`src/rtl/aha_sif_pkg.sv`:
```
// Shared widths, FIFO entry layout and output FSM encoding for the SIF write serializer.
package aha_sif_pkg;

  localparam int unsigned SIF_ADDR_W = 32;
  localparam int unsigned SIF_DATA_W = 64;
  localparam int unsigned SIF_STRB_W = 8;
  localparam int unsigned CFG_DATA_W = 32;
  localparam int unsigned CFG_STRB_W = 4;

  // Beats are 8-byte aligned, so only address bits [31:3] are buffered.
  localparam int unsigned ENTRY_ADDR_W = SIF_ADDR_W - 3;
  localparam int unsigned ENTRY_W      = ENTRY_ADDR_W + SIF_STRB_W + SIF_DATA_W;

  typedef enum logic [1:0] {
    StIdle   = 2'b00,
    StSendLo = 2'b01,
    StSendHi = 2'b10
  } state_e;

  typedef struct packed {
    logic [ENTRY_ADDR_W-1:0] addr;
    logic [SIF_STRB_W-1:0]   strb;
    logic [SIF_DATA_W-1:0]   data;
  } entry_t;

  function automatic logic has_lo(input logic [SIF_STRB_W-1:0] strb);
    return |strb[CFG_STRB_W-1:0];
  endfunction

  function automatic logic has_hi(input logic [SIF_STRB_W-1:0] strb);
    return |strb[SIF_STRB_W-1:CFG_STRB_W];
  endfunction

  // Word address of the low (hi=0) or high (hi=1) half of a buffered beat.
  function automatic logic [SIF_ADDR_W-1:0] word_addr(input logic [ENTRY_ADDR_W-1:0] addr,
                                                       input logic                    hi);
    return {addr, hi, 2'b00};
  endfunction

endpackage

```
`src/rtl/aha_sif_wr_serializer_if.sv`:
```
// SIF write-beat input, CFG word-write output and status signals of the serializer.
interface aha_sif_wr_serializer_if;
  import aha_sif_pkg::*;

  logic [SIF_ADDR_W-1:0] SIF_ADDR;
  logic [SIF_STRB_W-1:0] SIF_STRB;
  logic                  SIF_WE;
  logic [SIF_DATA_W-1:0] SIF_DATA;

  logic [SIF_ADDR_W-1:0] CFG_ADDR;
  logic [CFG_DATA_W-1:0] CFG_DATA;
  logic [CFG_STRB_W-1:0] CFG_STRB;
  logic                  CFG_VALID;
  logic                  CFG_READY;

  logic                  FULL;
  logic                  OVERFLOW;
  logic                  OVF_CLR;

  // Upstream beat source and CFG sink, as seen from outside the serializer.
  modport master (
    output SIF_ADDR, SIF_STRB, SIF_WE, SIF_DATA, CFG_READY, OVF_CLR,
    input  CFG_ADDR, CFG_DATA, CFG_STRB, CFG_VALID, FULL, OVERFLOW
  );

  modport slave (
    input  SIF_ADDR, SIF_STRB, SIF_WE, SIF_DATA, CFG_READY, OVF_CLR,
    output CFG_ADDR, CFG_DATA, CFG_STRB, CFG_VALID, FULL, OVERFLOW
  );

endinterface

```
`src/rtl/aha_sif_sync_fifo.sv`:
```
// Synchronous FIFO with head data visible combinationally; Depth must be a power of two.
module aha_sif_sync_fifo #(
  parameter int unsigned Width = 8,
  parameter int unsigned Depth = 4,
  localparam int unsigned PtrW = $clog2(Depth),
  localparam int unsigned CntW = PtrW + 1
) (
  input  logic             clk_i,
  input  logic             rst_i,
  input  logic             push_i,
  input  logic             pop_i,
  input  logic [Width-1:0] wdata_i,
  output logic [Width-1:0] rdata_o,
  output logic             full_o,
  output logic             empty_o,
  output logic [CntW-1:0]  count_o
);

  logic [Width-1:0] mem_q [Depth];
  logic [PtrW-1:0]  wptr_q, wptr_d;
  logic [PtrW-1:0]  rptr_q, rptr_d;
  logic [CntW-1:0]  count_q, count_d;
  logic             do_push, do_pop;

  assign full_o  = (count_q == CntW'(Depth));
  assign empty_o = (count_q == '0);
  assign count_o = count_q;
  assign rdata_o = mem_q[rptr_q];

  always_comb begin
    do_push = push_i && !full_o;
    do_pop  = pop_i && !empty_o;
    wptr_d  = wptr_q;
    rptr_d  = rptr_q;
    count_d = count_q;
    // Pointers wrap naturally because Depth is a power of two.
    if (do_push) wptr_d = wptr_q + PtrW'(1);
    if (do_pop)  rptr_d = rptr_q + PtrW'(1);
    case ({do_push, do_pop})
      2'b10:   count_d = count_q + CntW'(1);
      2'b01:   count_d = count_q - CntW'(1);
      default: count_d = count_q;
    endcase
  end

  always_ff @(posedge clk_i) begin
    if (rst_i) begin
      wptr_q  <= '0;
      rptr_q  <= '0;
      count_q <= '0;
    end else begin
      wptr_q  <= wptr_d;
      rptr_q  <= rptr_d;
      count_q <= count_d;
    end
  end

  // Storage needs no reset: only entries between the pointers are ever read.
  always_ff @(posedge clk_i) begin
    if (do_push) mem_q[wptr_q] <= wdata_i;
  end

endmodule

```
`src/rtl/aha_sif_wr_serializer.sv`:
```
// Buffers 64-bit SIF write beats and replays them as 0, 1 or 2 handshaked 32-bit CFG writes.
module aha_sif_wr_serializer
  import aha_sif_pkg::*;
#(
  parameter int unsigned FIFO_DEPTH = 4
) (
  input logic                    ACLK,
  input logic                    ARESET,
  aha_sif_wr_serializer_if.slave bus
);

  localparam int unsigned CntW = $clog2(FIFO_DEPTH) + 1;

  entry_t               wr_entry;
  entry_t               head_entry;
  entry_t               hold_q, hold_d;
  state_e               state_q, state_d;
  logic                 ovf_q, ovf_d;
  logic [ENTRY_W-1:0]   head_bits;
  logic [CntW-1:0]      fifo_count;
  logic                 fifo_full, fifo_empty;
  logic                 fifo_push, fifo_pop;
  logic                 can_push;
  logic                 load;
  logic                 unused_addr_lsb;

  assign wr_entry        = '{addr: bus.SIF_ADDR[SIF_ADDR_W-1:3],
                             strb: bus.SIF_STRB,
                             data: bus.SIF_DATA};
  assign unused_addr_lsb = ^bus.SIF_ADDR[2:0];
  assign head_entry      = entry_t'(head_bits);

  // Space is judged on the registered count, so a same-cycle pop never admits a push.
  assign can_push  = (fifo_count < CntW'(FIFO_DEPTH));
  assign fifo_push = bus.SIF_WE && can_push;

  aha_sif_sync_fifo #(
    .Width (ENTRY_W),
    .Depth (FIFO_DEPTH)
  ) u_fifo (
    .clk_i   (ACLK),
    .rst_i   (ARESET),
    .push_i  (fifo_push),
    .pop_i   (fifo_pop),
    .wdata_i (wr_entry),
    .rdata_o (head_bits),
    .full_o  (fifo_full),
    .empty_o (fifo_empty),
    .count_o (fifo_count)
  );

  always_comb begin
    ovf_d = ovf_q;
    if (bus.OVF_CLR)              ovf_d = 1'b0;
    if (bus.SIF_WE && !can_push)  ovf_d = 1'b1;
  end

  always_comb begin
    state_d  = state_q;
    hold_d   = hold_q;
    fifo_pop = 1'b0;
    load     = 1'b0;

    case (state_q)
      StIdle: begin
        load = !fifo_empty;
      end
      StSendLo: begin
        if (bus.CFG_READY) begin
          if (has_hi(hold_q.strb)) begin
            state_d = StSendHi;
          end else begin
            state_d = StIdle;
            load    = !fifo_empty;
          end
        end
      end
      StSendHi: begin
        if (bus.CFG_READY) begin
          state_d = StIdle;
          load    = !fifo_empty;
        end
      end
      default: state_d = StIdle;
    endcase

    // Loading on the finishing handshake keeps words back-to-back across entries.
    if (load) begin
      fifo_pop = 1'b1;
      hold_d   = head_entry;
      if (has_lo(head_entry.strb)) begin
        state_d = StSendLo;
      end else if (has_hi(head_entry.strb)) begin
        state_d = StSendHi;
      end else begin
        state_d = StIdle;
      end
    end
  end

  always_comb begin
    bus.CFG_VALID = 1'b0;
    bus.CFG_ADDR  = '0;
    bus.CFG_DATA  = '0;
    bus.CFG_STRB  = '0;
    case (state_q)
      StSendLo: begin
        bus.CFG_VALID = 1'b1;
        bus.CFG_ADDR  = word_addr(hold_q.addr, 1'b0);
        bus.CFG_DATA  = hold_q.data[CFG_DATA_W-1:0];
        bus.CFG_STRB  = hold_q.strb[CFG_STRB_W-1:0];
      end
      StSendHi: begin
        bus.CFG_VALID = 1'b1;
        bus.CFG_ADDR  = word_addr(hold_q.addr, 1'b1);
        bus.CFG_DATA  = hold_q.data[SIF_DATA_W-1:CFG_DATA_W];
        bus.CFG_STRB  = hold_q.strb[SIF_STRB_W-1:CFG_STRB_W];
      end
      default: ;
    endcase
  end

  assign bus.FULL     = fifo_full;
  assign bus.OVERFLOW = ovf_q;

  always_ff @(posedge ACLK) begin
    if (ARESET) begin
      state_q <= StIdle;
      hold_q  <= '0;
      ovf_q   <= 1'b0;
    end else begin
      state_q <= state_d;
      hold_q  <= hold_d;
      ovf_q   <= ovf_d;
    end
  end

endmodule

```
`src/flat_wrapper.sv`:
```
// flat-port wrapper written by rule: the top's interface ports become plain ports
module aha_sif_wr_serializer_flat import aha_sif_pkg::*;
#(
  parameter int unsigned FIFO_DEPTH = 4
)
  (ACLK, ARESET, bus_SIF_ADDR, bus_SIF_STRB, bus_SIF_WE, bus_SIF_DATA, bus_CFG_READY, bus_OVF_CLR, bus_CFG_ADDR, bus_CFG_DATA, bus_CFG_STRB, bus_CFG_VALID, bus_FULL, bus_OVERFLOW);
  aha_sif_wr_serializer_if bus_i ();
  input logic ACLK;
  input logic ARESET;
  input wire logic [$bits(bus_i.SIF_ADDR)-1:0] bus_SIF_ADDR;
  input wire logic [$bits(bus_i.SIF_STRB)-1:0] bus_SIF_STRB;
  input wire logic [$bits(bus_i.SIF_WE)-1:0] bus_SIF_WE;
  input wire logic [$bits(bus_i.SIF_DATA)-1:0] bus_SIF_DATA;
  input wire logic [$bits(bus_i.CFG_READY)-1:0] bus_CFG_READY;
  input wire logic [$bits(bus_i.OVF_CLR)-1:0] bus_OVF_CLR;
  output wire logic [$bits(bus_i.CFG_ADDR)-1:0] bus_CFG_ADDR;
  output wire logic [$bits(bus_i.CFG_DATA)-1:0] bus_CFG_DATA;
  output wire logic [$bits(bus_i.CFG_STRB)-1:0] bus_CFG_STRB;
  output wire logic [$bits(bus_i.CFG_VALID)-1:0] bus_CFG_VALID;
  output wire logic [$bits(bus_i.FULL)-1:0] bus_FULL;
  output wire logic [$bits(bus_i.OVERFLOW)-1:0] bus_OVERFLOW;
  assign bus_i.SIF_ADDR = bus_SIF_ADDR;
  assign bus_i.SIF_STRB = bus_SIF_STRB;
  assign bus_i.SIF_WE = bus_SIF_WE;
  assign bus_i.SIF_DATA = bus_SIF_DATA;
  assign bus_i.CFG_READY = bus_CFG_READY;
  assign bus_i.OVF_CLR = bus_OVF_CLR;
  assign bus_CFG_ADDR = bus_i.CFG_ADDR;
  assign bus_CFG_DATA = bus_i.CFG_DATA;
  assign bus_CFG_STRB = bus_i.CFG_STRB;
  assign bus_CFG_VALID = bus_i.CFG_VALID;
  assign bus_FULL = bus_i.FULL;
  assign bus_OVERFLOW = bus_i.OVERFLOW;
  aha_sif_wr_serializer #(.FIFO_DEPTH(FIFO_DEPTH)) u_core (.ACLK(ACLK), .ARESET(ARESET), .bus(bus_i));
endmodule
```
`config.mk`:
```
export PLATFORM = sky130hd
export DESIGN_NAME = aha_sif_wr_serializer_flat
export DESIGN_NICKNAME = d
export VERILOG_FILES = /design/src/rtl/aha_sif_pkg.sv /design/src/rtl/aha_sif_wr_serializer_if.sv /design/src/rtl/aha_sif_sync_fifo.sv /design/src/rtl/aha_sif_wr_serializer.sv /design/src/flat_wrapper.sv
export SDC_FILE = /design/constraint.sdc
export NUM_CORES = 1
export LEC_CHECK = 0
export CAP_MARGIN = 25
export CORE_ASPECT_RATIO = 1.75
export CORE_MARGIN = 1
export CORE_UTILIZATION = 61
export DETAILED_ROUTE_END_ITERATION = 10
export GPL_TIMING_DRIVEN = 0
export PLACE_DENSITY = 0.88
export SLEW_MARGIN = 15
export SYNTH_ARGS = -nofsm -noshare
export SYNTH_HDL_FRONTEND = slang
export SYNTH_SLANG_ARGS = --single-unit
```
`constraint.sdc`:
```
create_clock -name ACLK -period 12.4 [get_ports ACLK]
set_clock_uncertainty 0.15 [all_clocks]
set_input_delay 1.86 -clock ACLK [delete_from_list [all_inputs] [get_ports ACLK]]
set_output_delay 1.86 -clock ACLK [all_outputs]
set_load 0.005 [all_outputs]
```
==> impl_results.md <==
* Syn_area_per_cell at 16.7 µm²
* Max stage delay cell, worst path: clkbuf_1
* Critical path class: register to primary output
* Area leader, netlist: edfxtp_1
* Total setup buffers inserted after CTS at 0
* Count leader, synth: edfxtp_1
* Maxcap violations at 0
* Max-slew violations at 0
* Row cnt at 86
* Clock Tree Buf Depth at 3
* CTS root buf: clkbuf_16
* Initial Util at 61.8%
* Asr flop ratio synth at 0%
* CP endpoint kind: primary output
* Initial drt markers at 1149
* Worst Path Buf+Inv at 5
* All-layer global routing usage at 28.5%
* Worst R2R Path Depth at 11
* Post-synthesis cell count at 1163
* CP required at 10.39 ns
* Nets@finish at 1508
* Sequential cell area at 14400 µm²
* RSZ-0062 raised after global routing: no
* Top cell by count, worst path: clkbuf_1
* Chip height at 238 µm
* Final Hold Viols at 0
* I/O Buffers at 173
* Status: finished clean
* Worst-path fanout max at 10
* Synthesized flop and latch total at 517
* Vias per std cell at 6.15
* Die width at 137 µm
* EDFF count, synth at 404
* CP max stage delay at 0.65 ns
* Hold Crit Depth at 2
* PnR worst setup slack at 6.65 ns
* Worst hold path type: register to register
* Gp weighted congestion at 0.863
* Leak at 7.49 nW
* Worst Max-Slew Pin Slew at 0.825 ns
* First-pass GRT wire length at 67100 µm
* Fin crit period at 5.75 ns
* DP Worst Slack at 7.32 ns
* Fillers at 1790
* Core Area at 31400 µm²
* Critical Path Stages at 8
* Layout cells sized above 1 at 14.8%
* Synth cell count leaders: 404 x edfxtp_1, 205 x nand2_1, 113 x dfxtp_1, 109 x a21oi_1, 100 x mux4_2
* Register area share after synthesis at 74.1%
* DPL Wire Length at 29500 µm
* TritonCTS sink count at 517
* Clk slew on worst S/H paths at 0.07 ns
* Largest delay share family, worst path: buffers and inverters
* # setup viols final at 0
* Post-route ant nets at 0
* Drc violations at 0
* WL/cell at 24.6 µm
* Hold slack final at 0.299 ns
* Max Clk Rate at 174 MHz
* TritonCTS clock tree: yes
* Synth top area share at 62.4%
* Setup TNS at 0 ns
* Post-CTS Hold Buffers at 0
* Crit-path cells: inv_1, ha_1, clkbuf_1, nor2b_1, clkbuf_1, clkbuf_1, and2_1, clkdlybuf4s50_1
* Htree depth at 2
* # IOs at 180
* Crit path arrival time at 3.74 ns
* CTS buffer count at 42
* Critical Path Start Type: register
* Cell area after layout at 23300 µm²
* Max VDD drop at 0.162 mV
* Multi-input gate area at 4650 µm²
* Netlist cell types at 38
* Relative slew slack at 45.0%
* Pwr Density at 211 nW/µm²
* Vias in the first global route at 11700
* Skew-Pair Late Insertion Delay at 0.55 ns
* Post-Syn Area at 19400 µm²
* Initial DRT Pass Iterations at 5
* Ranking of synthesized cells by area: edfxtp_1 62%, dfxtp_1 12%, mux4_2 12%
* Tcrit/Tclk final at 46.3%
* Post-CTS sizing at 0
* Die ar. at 32600 µm²
* Prevailing post-synth register cell: edfxtp_1
* Largest net degree at the start of global routing at 51
* Area Overhead vs Synth at 19.8%
* Yosys warnings at 0
* Initial antenna violation count at 3
* Total wire length at 44800 µm
* DP Area at 21900 µm²
* Remaining Overflow, GRT at 0
* Via count at 11200
-- worst reg2reg max path: stages, from the launching register on --
cell and delay [ns]:
dfxtp_1 0.34, nor4_1 0.51, o211a_1 0.23, o21ai_2 0.12, inv_2 0.15, buf_2 0.28
ha_1 0.24, inv_1 0.07, fa_1 0.37, xor2_1 0.16, or3_1 0.31, a21oi_1 0.14
-- final timing paths --
kind	slack (ns)	to	start
max reg2reg	9.27	u_core.u_fifo.count_o[2]$_SDFFE_PP0P_	u_core.hold_q[68]$_SDFFE_PP0N_
max	6.65	bus_CFG_ADDR[30]	u_core.state_q[0]$_SDFFE_PP0P_
min reg2reg	0.30	u_core.hold_q[92]$_SDFFE_PP0N_	u_core.hold_q[92]$_SDFFE_PP0N_
min	0.30	u_core.hold_q[92]$_SDFFE_PP0N_	u_core.hold_q[92]$_SDFFE_PP0N_
-- sequential cells by signal, indices dropped and copies added (netlist names), named ones only --
register	flops
u_core.u_fifo.mem_q	404
u_core.state_q	2
u_core.u_fifo.wptr_q	2
u_core.u_fifo.rptr_q	2
u_core.bus.OVERFLOW	1
u_core.u_fifo.count_o	3
u_core.hold_q	101
-- metal layers --
layer | wire length (µm) | share of wire [%] | global-route usage [%] | up-vias
met1 | 15000 | 34 | 33.5 | 5611
met4 | 2550 | 5.7 | 16.0 | 0
met3 | 3200 | 7.1 | 4.50 | 140
met2 | 24000 | 54 | 49.6 | 615
li1 | - | - | - | 4845
met5 | 0 | 0 | 0 | -
-- logic make-up after synthesis --
logic type / synth area share, %
flops: 74.1
xor+xnor: 0.135
fa+ha+maj: 0.683
mux: 11.7
buf+inv: 2.07
simple gates: 6.75
other cells: 0.0193
compound gates: 4.53
-- layout by cell type (no fill, tap or decap), types with 3 or more instances in the layout --
cell,n
inv_1,9
buf_4,15
a22oi_1,36
clkinv_2,7
and2_1,29
clkbuf_16,45
bufinv_16,3
clkbuf_8,4
and2_4,4
diode_2,3
nand2_1,205
buf_2,18
a21oi_1,109
clkdlybuf4s50_1,173
clkbuf_1,44
buf_16,8
nor2b_1,38
clkinv_1,11
mux4_2,100
ha_1,9
buf_1,3
nor2_1,8
edfxtp_1,404
dfxtp_1,113
-- metrics by stage --
stage | util [%] | std cells | power, mW
after floorplan | - | 1164 | 3.12
after global placement | 68.9 | 1733 | 3.50
after detailed placement | 69.7 | 1741 | 3.57
after CTS | 74.1 | 1819 | 4.91
after global routing | 74.1 | 1822 | 5.09
final | 74.1 | 1822 | 4.91
-- power by group --
part           internal, mW  switching, mW  leakage [nW]  total (mW)
clock                 0.748          0.590         0.683        1.34
combinational         0.493          0.744          2.18        1.24
sequential             2.19          0.143          4.63        2.33
-- layout make-up --
| cell class | count | area share [%] |
|---|---|---|
| Antenna cell | 3 | 0.0322 |
| Buffer | 74 | 1.56 |
| Clock buffer | 56 | 5.19 |
| Clock inverter | 22 | 0.752 |
| Inverter | 10 | 0.161 |
| Multi-Input combinational cell | 563 | 20.0 |
| Sequential cell | 517 | 61.8 |
| Tap cell | 396 | 2.13 |
| Timing Repair Buffer | 181 | 8.38 |
Power figures use the tool's default switching activity.
